**config.mk**
```make
export PLATFORM = sky130hd
export DESIGN_NAME = clock_divider_prog
export DESIGN_NICKNAME = d
export VERILOG_FILES = /design/src/rtl/clock_divider_prog.sv
export SDC_FILE = /design/constraint.sdc
export NUM_CORES = 1
export LEC_CHECK = 0
export ABC_CLOCK_PERIOD_IN_PS = 3700
export CAP_MARGIN = 0
export CORE_ASPECT_RATIO = 0.75
export CORE_MARGIN = 3
export CORE_UTILIZATION = 35
export DETAILED_ROUTE_END_ITERATION = 8
export GPL_ROUTABILITY_DRIVEN = 0
export MAX_ROUTING_LAYER = met4
export PLACE_DENSITY = 0.58
export SYNTH_ARGS = -nofsm -noshare
export SYNTH_HDL_FRONTEND = slang
export SYNTH_SLANG_ARGS = --single-unit
```
**constraint.sdc**
```tcl
create_clock -name clk_in -period 3.7 [get_ports clk_in]
set_input_delay 0.74 -clock clk_in [delete_from_list [all_inputs] [get_ports clk_in]]
set_output_delay 0.74 -clock clk_in [all_outputs]
set_load 0.01 [all_outputs]
```
**src/rtl/clock_divider_prog.sv**
```systemverilog
// Multi-channel runtime-programmable clock divider: each channel emits a registered
// near-50% divided clock and a one-cycle tick per period; divisor changes land on period boundaries.
module clock_divider_prog #(
  parameter int N_CH        = 2,
  parameter int DIV_W       = 16,
  parameter int DEFAULT_DIV = 128,
  parameter bit TEST_MODE   = 1'b0
) (
  input  logic                    clk_in,
  input  logic                    reset,
  input  logic [N_CH-1:0]         enable,
  input  logic [N_CH-1:0]         div_load,
  input  logic [N_CH*DIV_W-1:0]   div_in,
  output logic [N_CH-1:0]         clk_out,
  output logic [N_CH-1:0]         tick,
  output logic [N_CH-1:0]         load_pending
);

  for (genvar i = 0; i < N_CH; i++) begin : g_ch
    logic [DIV_W-1:0] cnt_q, cnt_d;
    logic [DIV_W-1:0] cur_div_q, cur_div_d;
    logic [DIV_W-1:0] pend_div_q, pend_div_d;
    logic             pending_q, pending_d;
    logic             running_q, running_d;
    logic             clk_q, clk_d;
    logic             tick_q, tick_d;

    logic [DIV_W:0]   cnt_inc;
    logic [DIV_W:0]   high_len;
    logic [DIV_W-1:0] next_div;
    logic             boundary;

    // A zero divisor is treated as a boundary on every edge so that a pending
    // load is picked up immediately and acts as a fresh start.
    assign cnt_inc  = {1'b0, cnt_q} + (DIV_W+1)'(1);
    assign high_len = {1'b0, cur_div_q} - {2'b00, cur_div_q[DIV_W-1:1]};
    assign next_div = pending_q ? pend_div_q : cur_div_q;
    assign boundary = !running_q || (cur_div_q == '0) ||
                      (cnt_q == cur_div_q - DIV_W'(1));

    always_comb begin
      // NOTE: every variable gets a default first so no path leaves it unassigned (no latch).
      cnt_d      = cnt_q;
      cur_div_d  = cur_div_q;
      pend_div_d = pend_div_q;
      pending_d  = pending_q;
      running_d  = running_q;
      clk_d      = clk_q;
      tick_d     = tick_q;

      if (!enable[i]) begin
        cnt_d     = '0;
        running_d = 1'b0;
        clk_d     = 1'b0;
        tick_d    = 1'b0;
      end else if (boundary) begin
        running_d = 1'b1;
        cnt_d     = '0;
        cur_div_d = next_div;
        pending_d = 1'b0;
        clk_d     = (next_div != '0);
        tick_d    = (next_div != '0);
      end else begin
        cnt_d  = cnt_inc[DIV_W-1:0];
        clk_d  = (cnt_inc < high_len);
        tick_d = 1'b0;
      end

      // A load on the applying edge is captured after the old value was consumed.
      if (div_load[i]) begin
        pend_div_d = div_in[i*DIV_W +: DIV_W];
        pending_d  = 1'b1;
      end
    end

    // NOTE: sequential state uses non-blocking assignments so all flops update together.
    always_ff @(posedge clk_in or posedge reset) begin
      if (reset) begin
        cnt_q      <= '0;
        cur_div_q  <= DIV_W'(DEFAULT_DIV);
        pend_div_q <= '0;
        pending_q  <= 1'b0;
        running_q  <= 1'b0;
        clk_q      <= 1'b0;
        tick_q     <= 1'b0;
      end else begin
        cnt_q      <= cnt_d;
        cur_div_q  <= cur_div_d;
        pend_div_q <= pend_div_d;
        pending_q  <= pending_d;
        running_q  <= running_d;
        clk_q      <= clk_d;
        tick_q     <= tick_d;
      end
    end

    assign load_pending[i] = pending_q;

    if (TEST_MODE) begin : g_test
      assign clk_out[i] = clk_in;
      assign tick[i]    = 1'b1;
    end else begin : g_norm
      assign clk_out[i] = clk_q;
      assign tick[i]    = tick_q;
    end
  end

endmodule

```
# [Yosys cells after proc, flatten, opt, wreduce, memory -nomap -nowiden]
# Cells that the tools add are included.
[classes] muxes=24 n_eq_ne=4 n_addsub=6 n_reduce_logical=18 magnitude_cmp=2
[ops] cell="$mux W16" n=6
[ops] cell="$add A16 B1 Y17 const B" n=2
[ops] cell="$lt A17 B17 Y1" n=2
[ops] cell="$sub A16 B15 Y17" n=2
[ops] cell="$eq A16 B16 Y1" n=2
[ops] cell="$logic_not A16 Y1" n=2
[ops] cell="$reduce_bool A16 Y1" n=2
[ops] cell="$sub A16 B1 Y16 const B" n=2
[ops] cell="$mux W1" n=18
[ops] cell="$reduce_and A2 Y1" n=4
[ops] cell="$reduce_bool A2 Y1" n=4
[ops] cell="$logic_or A1 B1 Y1" n=4
[ops] cell="$ne A2 B1 Y1 const B" n=2
[ops] cell="$logic_not A1 Y1" n=2
[word_totals] wordCells=68 ff_bits=104 inputBits=38

# [Longest topological paths before layout]
[logic_depth] ltp_word=6 mapped_depth=16 depth_no_buf=16

# [Worst setup path after synthesis]
# Ideal clock, no wire load.
[synth_path] kind="register to register" startpoint="register g_ch[1].cur_div_q[0]" endpoint="register g_ch[1].clk_q" required_time_ps=3606 setup_ps=94 stages_incl_launch_ff=17 synth_period_minus_slack_ps=3298 t_arrival_ps=3204 path_slack_ps=402 cell_sequence="dfrtp_1 inv_1 ha_1 fa_1 o21ba_2 o21bai_1 a21oi_1 o31ai_1 a221o_1 or4_1 and4_1 ha_1 o21ai_0 nand2b_1 a21oi_1 a31oi_1 a211oi_1"
[synth_via] elab_chain_cells=5
[synth_lines] item="from (decl)" line_no="21" text="logic [DIV_W-1:0] cur_div_q, cur_div_d;"
[synth_lines] item="from (signal assigned)" line_no="80" text="cur_div_q <= DIV_W'(DEFAULT_DIV);"
[synth_lines] item="from (signal assigned)" line_no="88" text="cur_div_q <= cur_div_d;"
[synth_lines] item="branches (longest 3 deep; another with $sub A16 B15 Y17)"
[synth_lines] item="$mux W1 *" line_no="56" text="end else if (boundary) begin"
[synth_lines] item="$mux W1 *" line_no="51" text="if (!enable[i]) begin"
[synth_lines] item="named net g_ch[1].clk_d" line_no="25" text="logic clk_q, clk_d;"
[synth_lines] item="to (signal assigned)" line_no="92" text="clk_q <= clk_d;"
[synth_lines] item="to (decl)" line_no="25"
# Mark *: on every way through the listed nets, which the timed path passes.
# A chain may end at the register's enable or synchronous reset.

# [Final worst setup path]
[layout_path] startpoint="register g_ch[0].cur_div_q[2]" endpoint="register g_ch[0].clk_q"
[layout_via] elab_chain_cells=5
[layout_lines] item="from (decl)" line_no="21"
[layout_lines] item="from (signal assigned)" line_no="80"
[layout_lines] item="from (signal assigned)" line_no="88"
[layout_lines] item="branches (longest 3 deep; another with $sub A16 B15 Y17)"
[layout_lines] item="$mux W1 *" line_no="56"
[layout_lines] item="$mux W1 *" line_no="51"
[layout_lines] item="named net g_ch[0].clk_d" line_no="25"
[layout_lines] item="to (signal assigned)" line_no="92"
[layout_lines] item="to (decl)" line_no="25"
# Marked as above.

==> out/results.txt <==
Status: completed
Max Cap Viol: 0
Vias in the first global route: 5352
Synth unique cells: 65
R2r worst-path depth: 14
Total Nets Final: 964
Pwr dens: 523.1 mW/mm²
Buffers on Ports: 43
Die width: 179.3 µm
Leading cell type in the layout, fill and taps excluded: dfrtp_1
HP Start: g_ch[1].pend_div_q[6]
Area grow syn2layout: 14.11%
Total power: 4.705 mW
First-pass GRT wire length: 29770 µm
Yosys reg bits: 104
Worst-skew pair later-pin latency: 360 ps
CP Class: reg2reg
Yosys warns: 0
H-tree depth: 3
Initial DRC count: 272
Residual DRC: 0
CTS Buf Count: 9
Most frequent cells in the layout: dfrtp_1, ha_1, xnor2_1
Placed cell area: 0.008647 mm²
Crit path DAT: 3800 ps
Filler Cell Count: 2159
Initial antenna violation count: 0
Final worst path period need: 3502 ps
Setup crit end kind: register
Largest net degree at the start of global routing: 48
Post-synth top area cell: dfrtp_1
Leak Pwr: 4.086 nW
Largest cells by area after synthesis: dfrtp_1, ha_1, xnor2_1
Clock Path Buffers: 2
RR Startpoint: g_ch[0].cur_div_q[2]
Total track usage: 16.11%
CTS clk-pin slew, worst paths: 80 ps
Synthesized Nets: 921
Worst EP required: 4000 ps
Sequential fraction of the synthesis area: 33.05%
R2R Setup Slk: 200 ps
Drt pass-1 iters: 4
Final Setup Violations: 0
Die area: 0.02438 mm²
DRT Wirelength: 18270 µm
Fmax: 0.2855 GHz
GR Overflow Total: 0
Headroom to the max-slew limit: 49.49%
Final slew viol count: 0
CTS tree: done
Synth top area share: 32.38%
R2R Path End: g_ch[0].clk_q
Wirelength per Cell: 16.33 µm
Number of flops mapped to enable cells by yosys: 0
Final hold violation count: 0
Layout cells sized above 1: 14.20%
Cell Rows: 46
Hold Path Depth: 1
Routed vias: 5655
Cell count after synthesis: 783
Asr flop ratio synth: 100.0%
Root Driver: clkbuf_16
Setup crit start kind: register
Clock Skew: 10.30 ps
Hold Path End: g_ch[1].cur_div_q[6]
Syn Std Cell Area: 0.007883 mm²
Boundary Pins: 44
Tightest Hold Check Type: reg2reg
Clock Sinks: 104
Antenna diodes: 0
DP Wirelength: 14540 µm
Chip height: 136.0 µm
Peak supply drop: 0.0003230 V
Final period util: 94.65%
ANT nets after route: 0
Synth Area per Inst: 10.07 µm²
Vias per inst: 5.054
Initial Utilization: 36.42%
Final Cell Area: 0.008995 mm²
CP Max Fanout: 6
Core ar.: 0.02164 mm²
Synth Flop Type: dfrtp_1
Worst slew pin tran: 755.2 ps
==> synthesized netlist by cell type (all sizes together), types with 4 or more instances <==
cell type and count:
a211oi 10, a21o 5, a21oi 27, a31oi 4
and3 29, and4 9, buf 12, clkbuf 15
dfrtp 102, ha 98, inv 59, mux2 64
nand2 22, nand2b 9, nand3 28, nand4 12
nor2 36, nor2b 22, nor3 14, nor4 20
o21ai 20, o31ai 5, xnor2 75, xor2 29
==> per-stage QoR <==
step / hold slack, ps / TNS [ps] / util, % / worst slack [ps] / instances
6_report: 534.0 / 0 / 41.56 / 197.9 / 1119
4_1_cts: 535.3 / 0 / 41.30 / 68.93 / 1117
3_5_place_dp: 525.5 / 0 / 39.96 / 92.66 / 1101
2_1_floorplan: 489.6 / 0 / - / 231.1 / 783
3_3_place_gp: 520.1 / 0 / 39.96 / 218.1 / 1101
5_1_grt: 551.5 / -2.242 / 41.56 / -2.242 / 1119
==> report_power, final <==
group          internal, mW  leakage, nW  switching, mW  total, mW
clock network         0.476        0.142          0.483      0.959
logic                  1.06         2.66           1.24       2.30
registers              1.27         1.29          0.177       1.44
total                  2.80         4.09           1.90       4.70
==> metal layers <==
| layer | vias to the layer above | global-route usage (%) | wire [µm] |
|---|---|---|---|
| met5 | - | - | 0 |
| met4 | 0 | 3.991 | 193 |
| met3 | 11 | 2.485 | 867 |
| met2 | 134 | 19.31 | 6552 |
| met1 | 2643 | 26.82 | 10660 |
| li1 | 2867 | - | - |
==> state kept, by name (all words and copies together), names as in the netlist <==
register	cells
g_ch.pending_q	2
g_ch.clk_q	2
g_ch.pend_div_q	32
g_ch.running_q	2
g_ch.cnt_q	32
g_ch.tick_q	2
g_ch.cur_div_q	32
==> layout make-up <==
class | count | area, µm² | area share (%)
Multi-Input combinational cell | 593 | 4950 | 55.03
Tap cell | 288 | 360.3 | 4.006
Clock buffer | 10 | 229.0 | 2.546
Clock inverter | 6 | 62.56 | 0.6955
Timing Repair Buffer | 59 | 563.0 | 6.260
Sequential cell | 104 | 2606 | 28.97
Inverter | 59 | 224.0 | 2.490
==> timing repair <==
action | in CTS | in global routing
gates resized for setup | 0 | 11
hold buffers | 0 | 0
setup endpoints to repair | 0 | 2
setup buffers | 0 | 2
==> cells by family (layout without fill, tap and decap cells) <==
| group | after synthesis | count (layout) | synth area share, % |
|---|---|---|---|
| fa+ha+maj | 100 | 100 | 16.06 |
| xor+xnor | 104 | 104 | 11.56 |
| compound gates | 106 | 106 | 9.207 |
| simple gates | 218 | 218 | 15.71 |
| flops | 104 | 104 | 33.05 |
| buf+inv | 86 | 134 | 4.667 |
| mux | 65 | 65 | 9.746 |
==> worst max-delay path, stage by stage (launching register included) <==
cell      delay (ps)
dfrtp_1          500
inv_1            130
ha_1             280
o21ba_2          210
nor4_2           260
nor3_1           130
o31ai_1          380
a221o_1          280
nor4_1            70
a211oi_1         300
ha_1             300
nor2b_1          130
o21ai_0          140
and3b_1          170
a31o_2           150
==> worst max-delay path by stage <==
| stage | endpoint | cells past startpoint | start | slack [ps] |
|---|---|---|---|---|
| global placement | g_ch[0].clk_q | 14 | g_ch[0].cur_div_q[2] | 220 |
| CTS | g_ch[0].clk_q | 14 | g_ch[0].cur_div_q[2] | 70 |
| global route | g_ch[1].clk_q | 15 | g_ch[1].cur_div_q[1] | -2 |
| finish | g_ch[0].clk_q | 14 | g_ch[0].cur_div_q[2] | 200 |
| floorplan | g_ch[0].clk_q | 1 | reset | 230 |
| detailed placement | g_ch[0].clk_q | 14 | g_ch[0].cur_div_q[2] | 90 |
Power figures use the tool's default switching activity.
